`config.mk`:
```
export PLATFORM = sky130hd
export DESIGN_NAME = spi_master_ctrl
export DESIGN_NICKNAME = d
export VERILOG_FILES = /design/src/rtl/spi_master_ctrl.sv
export SDC_FILE = /design/constraint.sdc
export NUM_CORES = 1
export LEC_CHECK = 0
export BUFFER_PORTS_ARGS = -buffer_cell sky130_fd_sc_hd__buf_2
export CAP_MARGIN = 20
export CORE_MARGIN = 4
export CORE_UTILIZATION = 55
export CTS_CLUSTER_DIAMETER = 60
export DETAILED_ROUTE_END_ITERATION = 8
export GPL_ROUTABILITY_DRIVEN = 1
export PLACE_DENSITY = 0.83
export RECOVER_POWER = 100
export SLEW_MARGIN = 5
export SYNTH_ARGS = -nofsm -noshare
export SYNTH_HDL_FRONTEND = slang
export SYNTH_SLANG_ARGS = --single-unit
```
`constraint.sdc`:
```
create_clock -name clk -period 2.75 [get_ports clk]
set_clock_uncertainty 0.15 [all_clocks]
set_input_delay 0.275 -clock clk [delete_from_list [all_inputs] [get_ports clk]]
set_output_delay 0.275 -clock clk [all_outputs]
set_load 0.005 [all_outputs]
```
`src/rtl/spi_master_ctrl.sv`:
```
// -----------------------------------------------------------------------------
// spi_master_ctrl
// Host-side SPI transaction sequencer for the SPI-slave/RAM wrapper.
// A single host request (write or read) becomes one or two 10-bit command
// frames: {cmd[1:0], payload[7:0]}, sent MSB first on MOSI while SS_n is low.
//   00 = write address, 01 = write data, 10 = read address, 11 = read data.
// A read-data frame is followed by a MISO latency window and an 8-bit capture.
//
// Optional feature: define SPI_CTRL_ADDR_CACHE_EN to remember the last write
// and read addresses and skip the address frame when it would be redundant.
// With the macro undefined every transaction sends both frames and no cache
// registers exist.
// -----------------------------------------------------------------------------
module spi_master_ctrl #(
    parameter int unsigned PRE_CYC  = 2,  // SS_n-low cycles before the first frame bit
    parameter int unsigned MISO_LAT = 2,  // cycles between last MOSI bit and first MISO sample
    parameter int unsigned GAP_CYC  = 1   // minimum SS_n-high cycles between frames
) (
    input  logic       clk,
    input  logic       rst_n,
    input  logic       req_valid,
    output logic       req_ready,
    input  logic       req_wr,
    input  logic [7:0] req_addr,
    input  logic [7:0] req_wdata,
    output logic       rsp_valid,
    output logic [7:0] rsp_rdata,
    output logic       busy,
    output logic       SS_n,
    output logic       MOSI,
    input  logic       MISO
);

    typedef enum logic [2:0] {
        S_IDLE,
        S_PRE,
        S_SHIFT,
        S_RD_WAIT,
        S_RD_CAP,
        S_GAP,
        S_DONE
    } state_t;

    // Terminal counts of the per-state cycle counter (counter restarts at 0
    // on every state entry, so "last" is length-1).
    localparam logic [3:0] PRE_LAST = 4'(PRE_CYC - 1);
    localparam logic [3:0] LAT_LAST = 4'(MISO_LAT - 1);
    localparam logic [3:0] GAP_LAST = 4'(GAP_CYC - 1);
    localparam logic [3:0] BIT_LAST = 4'd9;
    localparam logic [3:0] CAP_LAST = 4'd7;

    state_t      state_q, state_d;
    logic [3:0]  cnt_q, cnt_d;          // cycles spent in the current state
    logic        op_rd_q, op_rd_d;      // latched operation: 1 = read
    logic [7:0]  addr_q, addr_d;        // latched RAM address
    logic [7:0]  wdata_q, wdata_d;      // latched write data (0 for reads)
    logic        frame_sel_q, frame_sel_d;  // 0 = address frame, 1 = data frame
    logic [7:0]  shift_q, shift_d;      // MISO capture shift register
    logic [7:0]  rsp_rdata_q, rsp_rdata_d;

    logic        accept;
    logic        skip_first;            // start directly with the data frame
    logic [3:0]  cnt_inc;
    logic [9:0]  cur_frame;

    assign accept = req_valid && (state_q == S_IDLE);

    // Saturating increment: the counter never wraps even if a terminal count
    // were missed.
    assign cnt_inc = (cnt_q == 4'hF) ? cnt_q : cnt_q + 4'd1;

    // The frame on the wire is fully determined by the latched request and
    // which of the two frames is in flight. The data frame is always the last.
    assign cur_frame = {op_rd_q, frame_sel_q,
                        frame_sel_q ? (op_rd_q ? 8'h00 : wdata_q) : addr_q};

`ifdef SPI_CTRL_ADDR_CACHE_EN
    logic        wr_vld_q, wr_vld_d;
    logic [7:0]  wr_addr_q, wr_addr_d;
    logic        rd_vld_q, rd_vld_d;
    logic [7:0]  rd_addr_q, rd_addr_d;

    // Address frame is redundant when the slave already holds this address
    // for the same direction.
    assign skip_first = req_wr ? (wr_vld_q && (req_addr == wr_addr_q))
                               : (rd_vld_q && (req_addr == rd_addr_q));

    // Track the last address sent per direction; a write to the cached read
    // address invalidates the read entry.
    always_comb begin
        wr_vld_d  = wr_vld_q;
        wr_addr_d = wr_addr_q;
        rd_vld_d  = rd_vld_q;
        rd_addr_d = rd_addr_q;
        if (accept) begin
            if (req_wr) begin
                wr_vld_d  = 1'b1;
                wr_addr_d = req_addr;
                if (req_addr == rd_addr_q) begin
                    rd_vld_d = 1'b0;
                end
            end else begin
                rd_vld_d  = 1'b1;
                rd_addr_d = req_addr;
            end
        end
    end

    // Address cache registers, cleared on reset.
    always_ff @(posedge clk or negedge rst_n) begin
        if (!rst_n) begin
            wr_vld_q  <= 1'b0;
            wr_addr_q <= 8'h00;
            rd_vld_q  <= 1'b0;
            rd_addr_q <= 8'h00;
        end else begin
            wr_vld_q  <= wr_vld_d;
            wr_addr_q <= wr_addr_d;
            rd_vld_q  <= rd_vld_d;
            rd_addr_q <= rd_addr_d;
        end
    end
`else
    assign skip_first = 1'b0;
`endif

    // Next-state and datapath update for the transaction sequencer.
    always_comb begin
        // NOTE: every signal gets a default before the case statement so no
        // path leaves it unassigned; otherwise synthesis infers a latch.
        state_d     = state_q;
        cnt_d       = cnt_inc;
        op_rd_d     = op_rd_q;
        addr_d      = addr_q;
        wdata_d     = wdata_q;
        frame_sel_d = frame_sel_q;
        shift_d     = shift_q;
        rsp_rdata_d = rsp_rdata_q;

        unique case (state_q)
            S_IDLE: begin
                cnt_d = 4'd0;
                if (accept) begin
                    op_rd_d     = !req_wr;
                    addr_d      = req_addr;
                    wdata_d     = req_wr ? req_wdata : 8'h00;
                    frame_sel_d = skip_first;
                    state_d     = S_PRE;
                end
            end

            S_PRE: begin
                if (cnt_q == PRE_LAST) begin
                    cnt_d   = 4'd0;
                    state_d = S_SHIFT;
                end
            end

            S_SHIFT: begin
                if (cnt_q == BIT_LAST) begin
                    cnt_d = 4'd0;
                    if (frame_sel_q && op_rd_q) begin
                        state_d = S_RD_WAIT;
                    end else if (frame_sel_q) begin
                        // Write complete: DONE also serves as the SS_n-high gap.
                        rsp_rdata_d = 8'h00;
                        state_d     = S_DONE;
                    end else begin
                        state_d = S_GAP;
                    end
                end
            end

            S_RD_WAIT: begin
                if (cnt_q == LAT_LAST) begin
                    cnt_d   = 4'd0;
                    state_d = S_RD_CAP;
                end
            end

            S_RD_CAP: begin
                // MISO is only ever looked at here, so an undriven line
                // elsewhere cannot reach any register.
                shift_d = {shift_q[6:0], MISO};
                if (cnt_q == CAP_LAST) begin
                    cnt_d       = 4'd0;
                    rsp_rdata_d = {shift_q[6:0], MISO};
                    state_d     = S_DONE;
                end
            end

            S_GAP: begin
                if (cnt_q == GAP_LAST) begin
                    cnt_d       = 4'd0;
                    frame_sel_d = 1'b1;
                    state_d     = S_PRE;
                end
            end

            S_DONE: begin
                cnt_d   = 4'd0;
                state_d = S_IDLE;
            end

            default: begin
                cnt_d   = 4'd0;
                state_d = S_IDLE;
            end
        endcase
    end

    // State and datapath registers.
    always_ff @(posedge clk or negedge rst_n) begin
        if (!rst_n) begin
            state_q     <= S_IDLE;
            cnt_q       <= 4'd0;
            op_rd_q     <= 1'b0;
            addr_q      <= 8'h00;
            wdata_q     <= 8'h00;
            frame_sel_q <= 1'b0;
            shift_q     <= 8'h00;
            rsp_rdata_q <= 8'h00;
        end else begin
            // NOTE: non-blocking assignments so every flop samples the values
            // from before this edge, independent of statement order.
            state_q     <= state_d;
            cnt_q       <= cnt_d;
            op_rd_q     <= op_rd_d;
            addr_q      <= addr_d;
            wdata_q     <= wdata_d;
            frame_sel_q <= frame_sel_d;
            shift_q     <= shift_d;
            rsp_rdata_q <= rsp_rdata_d;
        end
    end

    // Moore outputs decoded from the state register, so an asynchronous reset
    // raises SS_n and drops rsp_valid immediately.
    always_comb begin
        req_ready = 1'b0;
        busy      = 1'b1;
        rsp_valid = 1'b0;
        SS_n      = 1'b1;
        MOSI      = 1'b0;
        unique case (state_q)
            S_IDLE: begin
                req_ready = 1'b1;
                busy      = 1'b0;
            end
            S_PRE: begin
                SS_n = 1'b0;
                MOSI = cur_frame[9];
            end
            S_SHIFT: begin
                SS_n = 1'b0;
                MOSI = cur_frame[BIT_LAST - cnt_q];
            end
            S_RD_WAIT, S_RD_CAP: begin
                SS_n = 1'b0;
            end
            S_GAP: begin
                SS_n = 1'b1;
            end
            S_DONE: begin
                rsp_valid = 1'b1;
            end
            default: begin
                req_ready = 1'b0;
            end
        endcase
    end

    assign rsp_rdata = rsp_rdata_q;

endmodule

```
==> results of run 1 <==
==> cells by family after synthesis <==
kind of cell / share of synthesized area [%]
adder cells (fa/ha/maj): 3.06
XOR/XNOR: 1.28
AO/OA/AOI/OAI: 15.5
flip-flops: 48.9
AND/OR/NAND/NOR: 18.0
buffers and inverters: 6.73
multiplexers: 6.54
==> per-layer routing <==
layer | track usage, % | vias to the layer above | share of wire, %
met4 | 9.00 | 0 | 1.7
li1 | - | 786 | -
met3 | 5.02 | 11 | 6.2
met2 | 31.2 | 52 | 49
met5 | 0 | - | 0
met1 | 24.6 | 753 | 43
==> worst register-to-register path: cells and delay by family (launching register included) <==
| kind | cells | cell delay, ps |
|---|---|---|
| DFF | 1 | 380 |
| adders and majority gates | 1 | 240 |
| buffers and inverters | 1 | 500 |
| and+or+nand+nor | 2 | 690 |
| AOI/OAI and AO/OA | 3 | 480 |
==> per-stage QoR <==
step,std cells,hold WS (ps),util [%]
after floorplan,212,-171,-
after global placement,278,290,63.4
after detailed placement,278,285,63.4
after CTS,287,31.6,67.3
after global routing,287,52.8,66.5
final,287,37.4,66.5
==> layout make-up <==
| cell class | instances | area (um^2) |
|---|---|---|
| fill | 300 | 1160 |
| sequential | 40 | 1000 |
| multi-input combinational | 143 | 895 |
| timing repair buffer | 36 | 173 |
| clock buffer | 7 | 96.3 |
| tap | 46 | 57.6 |
| inverter | 14 | 52.6 |
| clock inverter | 1 | 30.0 |
==> placed cells by master, fill, tap and decap left out, types with 2 or more instances in the layout <==
cell type	netlist	layout
and3_1	2	2
a32oi_1	2	2
inv_1	14	14
nor3b_1	3	3
nand3_1	10	10
nor3_1	2	3
ha_1	5	5
buf_2	5	21
a31oi_1	2	2
nor2_1	3	3
a21oi_1	7	7
nor2b_1	3	4
a22oi_1	4	4
mux2_2	9	9
clkbuf_1	5	11
dfrtp_1	40	40
or3b_1	3	3
clkbuf_8	0	7
o21ai_0	18	20
nand2_1	43	44
nor4_1	2	2
a221oi_1	4	4
xnor2_1	2	2
==> synth_stat cells (2+ instances only) <==
cell type and n:
nor4_1 2, o21ai_1 2, clkbuf_1 5, nor3_1 2
ha_1 5, inv_1 14, nor2b_1 3, o21ai_0 18
a21oi_1 7, nor3b_1 3, a22oi_1 4, nand3_1 10
nand2_1 43, nor2_1 3, buf_2 5, a32oi_1 2
xnor2_1 2, or3b_1 3, mux2_2 9, dfrtp_1 40
buf_4 2, and3_1 2, a31oi_1 2, buf_6 2
a221oi_1 4
==> state kept, by name (all words and copies together), names as in the netlist <==
register,count
op_rd_q,1
cnt_q,4
rsp_rdata,8
wdata_q,8
state_q,3
frame_sel_q,1
shift_q,7
addr_q,8
==> worst min-delay path by stage <==
stage / startpoint / end / slack (ps) / cells past startpoint
floorplan: rst_n / addr_q[0]$_DFFE_PN0P_ / -170 / 0
global placement: rst_n / state_q[1]$_DFFE_PN0P_ / 290 / 1
detailed placement: rst_n / shift_q[1]$_DFFE_PN0P_ / 290 / 1
CTS: MISO / shift_q[0]$_DFFE_PN0P_ / 30 / 3
global route: MISO / shift_q[0]$_DFFE_PN0P_ / 50 / 3
finish: MISO / shift_q[0]$_DFFE_PN0P_ / 40 / 3
==> power breakdown <==
group	internal, W	total, W	switching, W
clock network	0.000320	0.000523	0.000203
logic	0.000460	0.00107	0.000606
registers	0.000834	0.00103	0.000193
==> results.md, run 1 <==
- Status: completed
- Share of the synthesized area in the top cell type: between 40% and 50%
- Pwr Density: about 1100 nW/um^2
- Max-slew violation count: 0
- Leakage power total: roughly 1.1 nW
- Initial Utilization: approximately 60%
- Max Cap Viol: 0
- Synth warnings: 0
- Largest net degree at the start of global routing: 41
- Critical path's top delay family: compound AO/OA/AOI/OAI gates
- HPWL Detailed: roughly 2900 um
- Cell variety after synth: 43
- Reg2Reg Depth: 7
- Share of layout cells above drive strength 1: 18.3%
- CTS Buf Count: 5
- Final setup violation count: 0
- Routed WL: about 4000 um
- Final Instance Area: approximately 2300 um^2
- R2r setup slk: about 240 ps
- Max_slew headroom: between 30% and 40%
- Via density: 5.58
- Setup TNS: 0 ps
- Post-CTS setup buffers: 0
- CTS Buffer Depth: 2
- RSZ-0062 raised after global routing: no
- Hold Vio Cnt, Final: 0
- CP max-delay cell: mux4_2
- CP Max Fanout: 14
- Max incr delay on CP: between 400 and 500 ps
- Startpoint Class: register
- CP endpoint: MOSI
- 1st-pass router iterations: 4
- Worst-skew pair later-pin latency: approximately 300 ps
- Initial drt markers: 87
- Port Buffer Count: 33
- Largest cells by area after synthesis: dfrtp_1 49%, nand2_1 7.9%, mux2_2 5.0%
- Post-synth ARST share: between 90% and 100%
- Setup Slack @ Placement: ~550 ps
- Register area share after synthesis: 48.9%
- Worst-path clk slew: 80 ps
- DRC: 0
- Critical Path Sink Type: output pin
- CP cell instances: clkbuf_1 -> a221oi_1 -> a21oi_1 -> mux4_2 -> o2bb2ai_1 -> clkbuf_1
- Row Count: 21
- Avg Cell Area, Syn: between 9 and 10 um^2
- Post-Syn Area: approximately 2000 um^2
- CTS root buf: clkbuf_8
- CTS resizes: 0
- Placed cell areas: about 2200 um^2
- Predominant post-synthesis flop cell: dfrtp_1
- Area growth syn-to-layout: 12.7%
- Worst Setup SP: cnt_q[0]$_DFF_PN0_
- Post-Synthesis Net Count: about 240
- Post-synth EDFFs: 0
- Most frequent CP cell: clkbuf_1
- Reg2Reg Capture Point: state_q[0]$_DFFE_PN0P_
- Hold buffer count at CTS: 1
- Post-route ant nets: 0
- Buffer and inverter count on the worst path: 2
- WL/cell: ~14 um
- CP Data Required Time: roughly 2300 ps
- Inserted Diodes: 0
- Nets: approximately 270
- Worst Hold Class: in2reg
- Total gr overflow: 0
- Gr usage total: between 10% and 20%
- Setup ws final: approximately 200 ps
- Final Cycle Share: 92.8%
- CTS sink cnt: 40
- Overall power: around 0.0026 W
- Arrival time at the worst endpoint: between 2000 and 2500 ps
- Syn Inst Count: around 210
- Die ar.: 4760 um^2
- #FFs+latches synth: 40
- First-pass GRT wire length: 6820 um
- Via count: 1,602
- Initial antenna violation count: 0
- Die X: around 69 um
- H-Tree Depth: 2
- Synth area leader: dfrtp_1
- Die Height: about 69 um
- Highest achievable clock rate: roughly 390 MHz
- Maximum vdd drop: between 0.7 and 0.8 mV
- Number of global-route vias before repair: 1,532
- Crit path depth: 6
- TritonCTS clock tree: done
- Placeable Area: ~3500 um^2
- IO Pins: 34
- Slew @ Worst Pin: roughly 950 ps
- CP Class: reg2out
- RR Startpoint: cnt_q[0]$_DFF_PN0_
- Tmin final: ~2600 ps
- Gpl congestion: 0.812
(Power assumes the default switching activity.)
==> inputs of run 2 (changes only) <==
--- a/config.mk
+++ b/config.mk
@@ -12,6 +12,7 @@
 export CTS_CLUSTER_DIAMETER = 60
 export DETAILED_ROUTE_END_ITERATION = 8
 export GPL_ROUTABILITY_DRIVEN = 1
+export GPL_TIMING_DRIVEN = 0
 export PLACE_DENSITY = 0.83
 export RECOVER_POWER = 100
 export SLEW_MARGIN = 5
==> run 2 against run 1 <==
  * Cell area increased by 1.4%
  * Cell count grew 4.2%
  * Maximum frequency rose by 1.8%
  * Flip-flop and latch count did not move
  * Critical path type unchanged
  * Highest routed layer unchanged
==> results.md, run 2 (synthesized netlist as in run 1, its figures left out) <==
- Buffer and inverter count on the worst path: 2 (unchanged)
- CP max-delay cell: mux4_2
- Highest achievable clock rate: 399 MHz (+1.8%)
- RSZ-0062 raised after global routing: no
- Total gr overflow: 0 (unchanged)
- Non-Filler Instances: 299 (+4.2%)
- Commonest non-fill, non-tap cells in the layout: 44 x nand2_1, 40 x dfrtp_1, 24 x buf_2
- Tmin final: 2510 ps (-45.6 ps)
- CP Class: reg2out
- Die ar.: 4760 um^2 (unchanged)
- Placeable Area: 3470 um^2 (unchanged)
- Worst-skew pair later-pin latency: 280 ps (-20 ps)
- CTS Buffer Depth: 2 (unchanged)
- 1st-pass router iterations: 4 (unchanged)
- Setup TNS: 0 ps (unchanged)
- Inserted Diodes: 0 (unchanged)
- Leakage power total: 1.11 nW (+2.1%)
- WL/cell: 13.7 um (-1.9%)
- Hold Vio Cnt, Final: 0 (unchanged)
- Die Height: 69.0 um (unchanged)
- Crit path depth: 7 (+1)
- Critical path's top delay family: compound AO/OA/AOI/OAI gates
- Via density: 5.49 (-1.6%)
- Pwr Density: 1110 nW/um^2 (-2.6%)
- Max Cap Viol: 0 (unchanged)
- Reg2Reg Depth: 8 (+1)
- Port Buffer Count: 32 (-3.0%)
- Share of layout cells above drive strength 1: 19.0% (+0.72 points)
- Initial drt markers: 126 (+45%)
- Max incr delay on CP: 470 ps (-20 ps)
- HPWL Detailed: 2920 um (+1.1%)
- CTS root buf: clkbuf_8
- Placed cells: 290 (+4.3%)
- Gr usage total: 20.1% (+0.67 points)
- Initial Utilization: 59.0% (unchanged)
- CTS Buf Count: 5 (unchanged)
- TritonCTS clock tree: done
- Number of global-route vias before repair: 1,581 (+3.2%)
- Nets: 278 (+4.5%)
- IO Pins: 34 (unchanged)
- CP Max Fanout: 8 (-6)
- Largest net degree at the start of global routing: 41 (unchanged)
- CP cell instances: nor2b_1 -> buf_6 -> a221oi_1 -> a21oi_1 -> mux4_2 -> o2bb2ai_1 -> clkbuf_1
- Gpl congestion: 0.888 (+9.4%)
- CP Data Required Time: 2330 ps (about the same)
- Overall power: 0.00258 W (-1.2%)
- H-Tree Depth: 2 (unchanged)
- CTS resizes: 0 (unchanged)
- Slew @ Worst Pin: 970 ps (+20.7 ps)
- Worst Hold Depth: 3 (unchanged)
- Max_slew headroom: 35.3% (-1.4 points)
- Arrival time at the worst endpoint: 2080 ps (-50 ps)
- Critical Path Sink Type: output pin
- Startpoint Class: register
- Initial antenna violation count: 0 (unchanged)
- Final setup violation count: 0 (unchanged)
- # fillers: 305 (+1.7%)
- Routed WL: 4100 um (+2.2%)
- Status: completed
- DRC: 0 (unchanged)
- Die X: 69.0 um (unchanged)
- Row Count: 21 (unchanged)
- Max-slew violation count: 0 (unchanged)
- Post-route ant nets: 0 (unchanged)
- Maximum vdd drop: 0.531 mV (-27%)
- Area growth syn-to-layout: 14.2%
- First-pass GRT wire length: 7090 um (+3.9%)
- Worst-path clk slew: 80 ps (about the same)
- Commonest non-fill, non-tap cell in the layout: nand2_1
- CTS sink cnt: 40 (unchanged)
- Final Cycle Share: 91.1% (-1.7 points)
- Via count: 1,642 (+2.5%)
- Worst Hold Class: in2reg
==> run 2: changes by cell type in the layout (fill, tap and decap cells not counted), sizes merged <==
cell | before | now
clkbuf | 19 | 25
buf | 23 | 28
clkinvlp | 0 | 2
bufinv | 1 | 0
==> run 2: final timing paths <==
path	start	end	slack, ps
worst min-delay path	MISO	shift_q[0]$_DFFE_PN0P_	60
max in group asynchronous	rst_n	op_rd_q$_DFFE_PN0P_	1340
worst min register to register	wdata_q[4]$_DFFE_PN0P_	wdata_q[4]$_DFFE_PN0P_	340
worst max register to register	cnt_q[0]$_DFF_PN0_	state_q[0]$_DFFE_PN0P_	370
min in group asynchronous	rst_n	cnt_q[3]$_DFF_PN0_	530
worst max-delay path	frame_sel_q$_DFFE_PN0P_	MOSI	240
==> run 2: cell type report <==
cell class                      instances  area (um^2)  share of cell area [%]
Clock buffer                            6         82.6                    3.54
Timing Repair Buffer                   33          158                    6.75
Inverter                               14         52.6                    2.25
Buffer                                 15         78.8                    3.37
Clock inverter                          2         15.0                   0.643
Sequential cell                        40         1000                    42.8
Multi-Input combinational cell        143          891                    38.1
Tap cell                               46         57.6                    2.46
==> run 2: report_power, final <==
group          total (W)  leakage (nW)  internal (W)  switching, W
Clock           0.000406        0.0434      0.000203      0.000203
Combinational    0.00118         0.550      0.000513      0.000664
Sequential       0.00100         0.513      0.000834      0.000166
Total            0.00258          1.11       0.00155       0.00103
==> run 2: metal layers <==
| metal | vias to the layer above | track usage [%] | share of wire [%] |
|---|---|---|---|
| met5 | - | 0 | 0 |
| met2 | 45 | 34.6 | 51 |
| met4 | 0 | 6.57 | 0.71 |
| met1 | 780 | 25.1 | 42 |
| met3 | 4 | 4.21 | 6.0 |
| li1 | 813 | - | - |
==> run 2: worst min-delay path: stages <==
cell and delay [ps]:
buf_2 90, nand2_1 40, nand2_1 50
==> run 2: repair_timing <==
item,4_1_cts,5_1_grt
hold endpoints to repair,40,0
buffers inserted,0,0
hold buffers,1,0
==> run 2: stage by stage <==
step / instance area (um^2) / hold WS [ps] / util [%] / worst slack, ps
after floorplan: 2050 / -171 / - / 771
after global placement: 2260 / 287 / 65.3 / 512
after detailed placement: 2260 / 290 / 65.3 / 557
after CTS: 2370 / 58.0 / 68.4 / 223
after global routing: 2340 / 55.8 / 67.4 / 106
final: 2340 / 58.4 / 67.4 / 244
==> inputs of run 3 (changes only) <==
==> constraint.sdc (replaced) <==
create_clock -name clk -period 2.4 [get_ports clk]
set_clock_uncertainty 0.15 [all_clocks]
set_input_delay 0.24 -clock clk [delete_from_list [all_inputs] [get_ports clk]]
set_output_delay 0.24 -clock clk [all_outputs]
set_load 0.005 [all_outputs]
==> run 3 against run 2 <==
  * Register-to-register slack lost 150 ps
  * Via count increased by 2.1%
  * Core utilization rose by 2.9 points
==> results.md, run 3 (synthesized netlist as in run 1, its figures left out) <==
- Routed WL: 4280 um (+4.4%)
- Placed cell areas: 2260 um^2 (unchanged)
- Leakage power total: 1.16 nW (+4.9%)
- Finished Core Util: 70.3% (+2.9 points)
- Status: completed
- CP max-delay cell: dfrtp_1
- Die X: 69.0 um (unchanged)
- Reg2Reg Capture Point: state_q[1]$_DFFE_PN0P_
- Initial Utilization: 59.0% (unchanged)
- H-Tree Depth: 2 (unchanged)
- # fillers: 280 (-8.2%)
- Grt met2 use: 34.8% (+0.12 points)
- Initial antenna violation count: 0 (unchanged)
- DRC: 0 (unchanged)
- Gpl congestion: 0.888 (unchanged)
- GR peak layer: met2
- Tmin final: roughly 2400 ps
- Max Cap Viol: 0 (unchanged)
- IO Pins: 34 (unchanged)
- Reg2Reg Depth: 8 (unchanged)
- Arrival time at the worst endpoint: 1970 ps (-110 ps)
- Final Cycle Share: 98.1%
- CP cell instances: nor2b_4 -> a221oi_2 -> a21oi_1 -> mux4_2 -> o2bb2ai_2 -> buf_2
- Startpoint Class: register
- Placeable Area: 3470 um^2 (unchanged)
- Highest achievable clock rate: 425 MHz
- Met3 usage: 4.21% (unchanged)
- Largest net degree at the start of global routing: 41 (unchanged)
- Hold Vio Cnt, Final: 0 (unchanged)
- Worst-skew pair later-pin latency: 290 ps (about the same)
- Maximum vdd drop: 0.628 mV (+18%)
- Initial drt markers: 137 (+8.7%)
- CP Max Fanout: 8 (unchanged)
- CP Class: reg2out
- CTS Buffer Depth: 2 (unchanged)
- Commonest non-fill, non-tap cells in the layout: 44 x nand2_1, 39 x dfrtp_1, 29 x buf_2
- CTS root buf: clkbuf_8
- Share of layout cells above drive strength 1: 27.5% (+8.5 points)
- Via count: 1,677 (+2.1%)
- Via density: 5.52 (+0.45%)
- Commonest non-fill, non-tap cell in the layout: nand2_1
- Die ar.: 4760 um^2 (unchanged)
- Die Height: 69.0 um (unchanged)
- RSZ-0062 raised after global routing: yes
- Worst-path clk slew: 80 ps (about the same)
- Final setup violation count: 0 (unchanged)
- Max incr delay on CP: 490 ps (+20 ps)
- CTS sink cnt: 40 (unchanged)
- R2r setup slk: 220 ps (-150 ps)
- Pwr Density: 1300 nW/um^2 (+17%)
- Number of global-route vias before repair: 1,593 (+0.76%)
- CTS Buf Count: 5 (unchanged)
- Post-route ant nets: 0 (unchanged)
- Inserted Diodes: 0 (unchanged)
- Port Buffer Count: 32 (unchanged)
- RR Startpoint: cnt_q[0]$_DFF_PN0_
- WL/cell: 14.1 um (+2.7%)
- HPWL Detailed: 2920 um (unchanged)
- Setup TNS: 0 ps (unchanged)
- Area growth syn-to-layout: 19.1%
- Max_slew headroom: 34.8% (-0.53 points)
- Final Instance Area: 2440 um^2 (+4.3%)
- Row Count: 21 (unchanged)
- Setup Slack @ Placement: 215 ps (-342 ps)
- Nets: 283 (+1.8%)
- Routing usage on met1: 25.2% (+0.10 points)
- 1st-pass router iterations: 4 (unchanged)
- Gr usage total: 20.2% (+0.069 points)
- Total gr overflow: 0 (unchanged)
- Critical Path Sink Type: output pin
- Slew @ Worst Pin: 978 ps (+7.94 ps)
- CP endpoint: MOSI
- Worst Hold Class: in2reg
- Max-slew violation count: 0 (unchanged)
- TritonCTS clock tree: done
- CP Data Required Time: 2010 ps (-320 ps)
- First-pass GRT wire length: 7110 um (+0.28%)
- Setup ws final: 44.7 ps (-199 ps)
- Worst Setup SP: op_rd_q$_DFFE_PN0P_
[run 3: worst min-delay path by stage]
stage / cells after the start / start / slack [ps] / endpoint
CTS: 3 / MISO / 20 / shift_q[0]$_DFFE_PN0P_
floorplan: 0 / rst_n / -210 / addr_q[0]$_DFFE_PN0P_
global placement: 1 / rst_n / 250 / state_q[1]$_DFFE_PN0P_
finish: 3 / MISO / 20 / shift_q[0]$_DFFE_PN0P_
global route: 2 / req_addr[6] / 20 / addr_q[6]$_DFFE_PN0P_
detailed placement: 1 / rst_n / 260 / state_q[2]$_DFFE_PN0P_
[run 3: metal layers]
metal	vias to the layer above	routed length, um	share of wire, %
li1	818	-	-
met2	51	2190	51
met1	804	1760	41
met3	4	299	7.0
met4	0	34	0.79
met5	-	0	0
[run 3: stage by stage]
stage / total power (W) / cells / hold slack, ps
after floorplan: 0.00217 / 212 / -206
after detailed placement: 0.00257 / 290 / 255
after CTS: 0.00310 / 299 / 23.0
after global routing: 0.00343 / 304 / 20.8
after global placement: 0.00252 / 290 / 252
final: 0.00316 / 304 / 21.3
[run 3: power by group]
| part | switching [W] | internal, W | leakage (nW) |
|---|---|---|---|
| clock network | 0.000238 | 0.000233 | 0.0434 |
| logic | 0.000825 | 0.000710 | 0.605 |
| registers | 0.000200 | 0.000957 | 0.512 |
| total | 0.00126 | 0.00190 | 1.16 |
[run 3: cell type report]
cell class                      instances  area [um^2]  area share, %
Tap cell                               46         57.6           2.36
Buffer                                 14         77.6           3.18
Timing Repair Buffer                   39          206           8.47
Clock buffer                            6         82.6           3.39
Inverter                               14         52.6           2.16
Clock inverter                          2         15.0          0.616
Multi-Input combinational cell        143          943           38.7
Sequential cell                        40         1000           41.1
[run 3: worst max-delay path, delay by kind of cell (launching register included)]
kind | cells | cell delay (ps)
flip-flops | 1 | 490
multiplexers | 1 | 470
AO/OA/AOI/OAI | 3 | 460
buffers and inverters | 1 | 140
AND/OR/NAND/NOR | 1 | 120
[run 3: timing repair]
action | 4_1_cts | 5_1_grt
endpoints found under the setup margin | 1 | 4
hold buffers | 1 | 0
endpoints found under the hold margin | 40 | 0
setup buffers | 1 | 5
resized for setup | 7 | 3
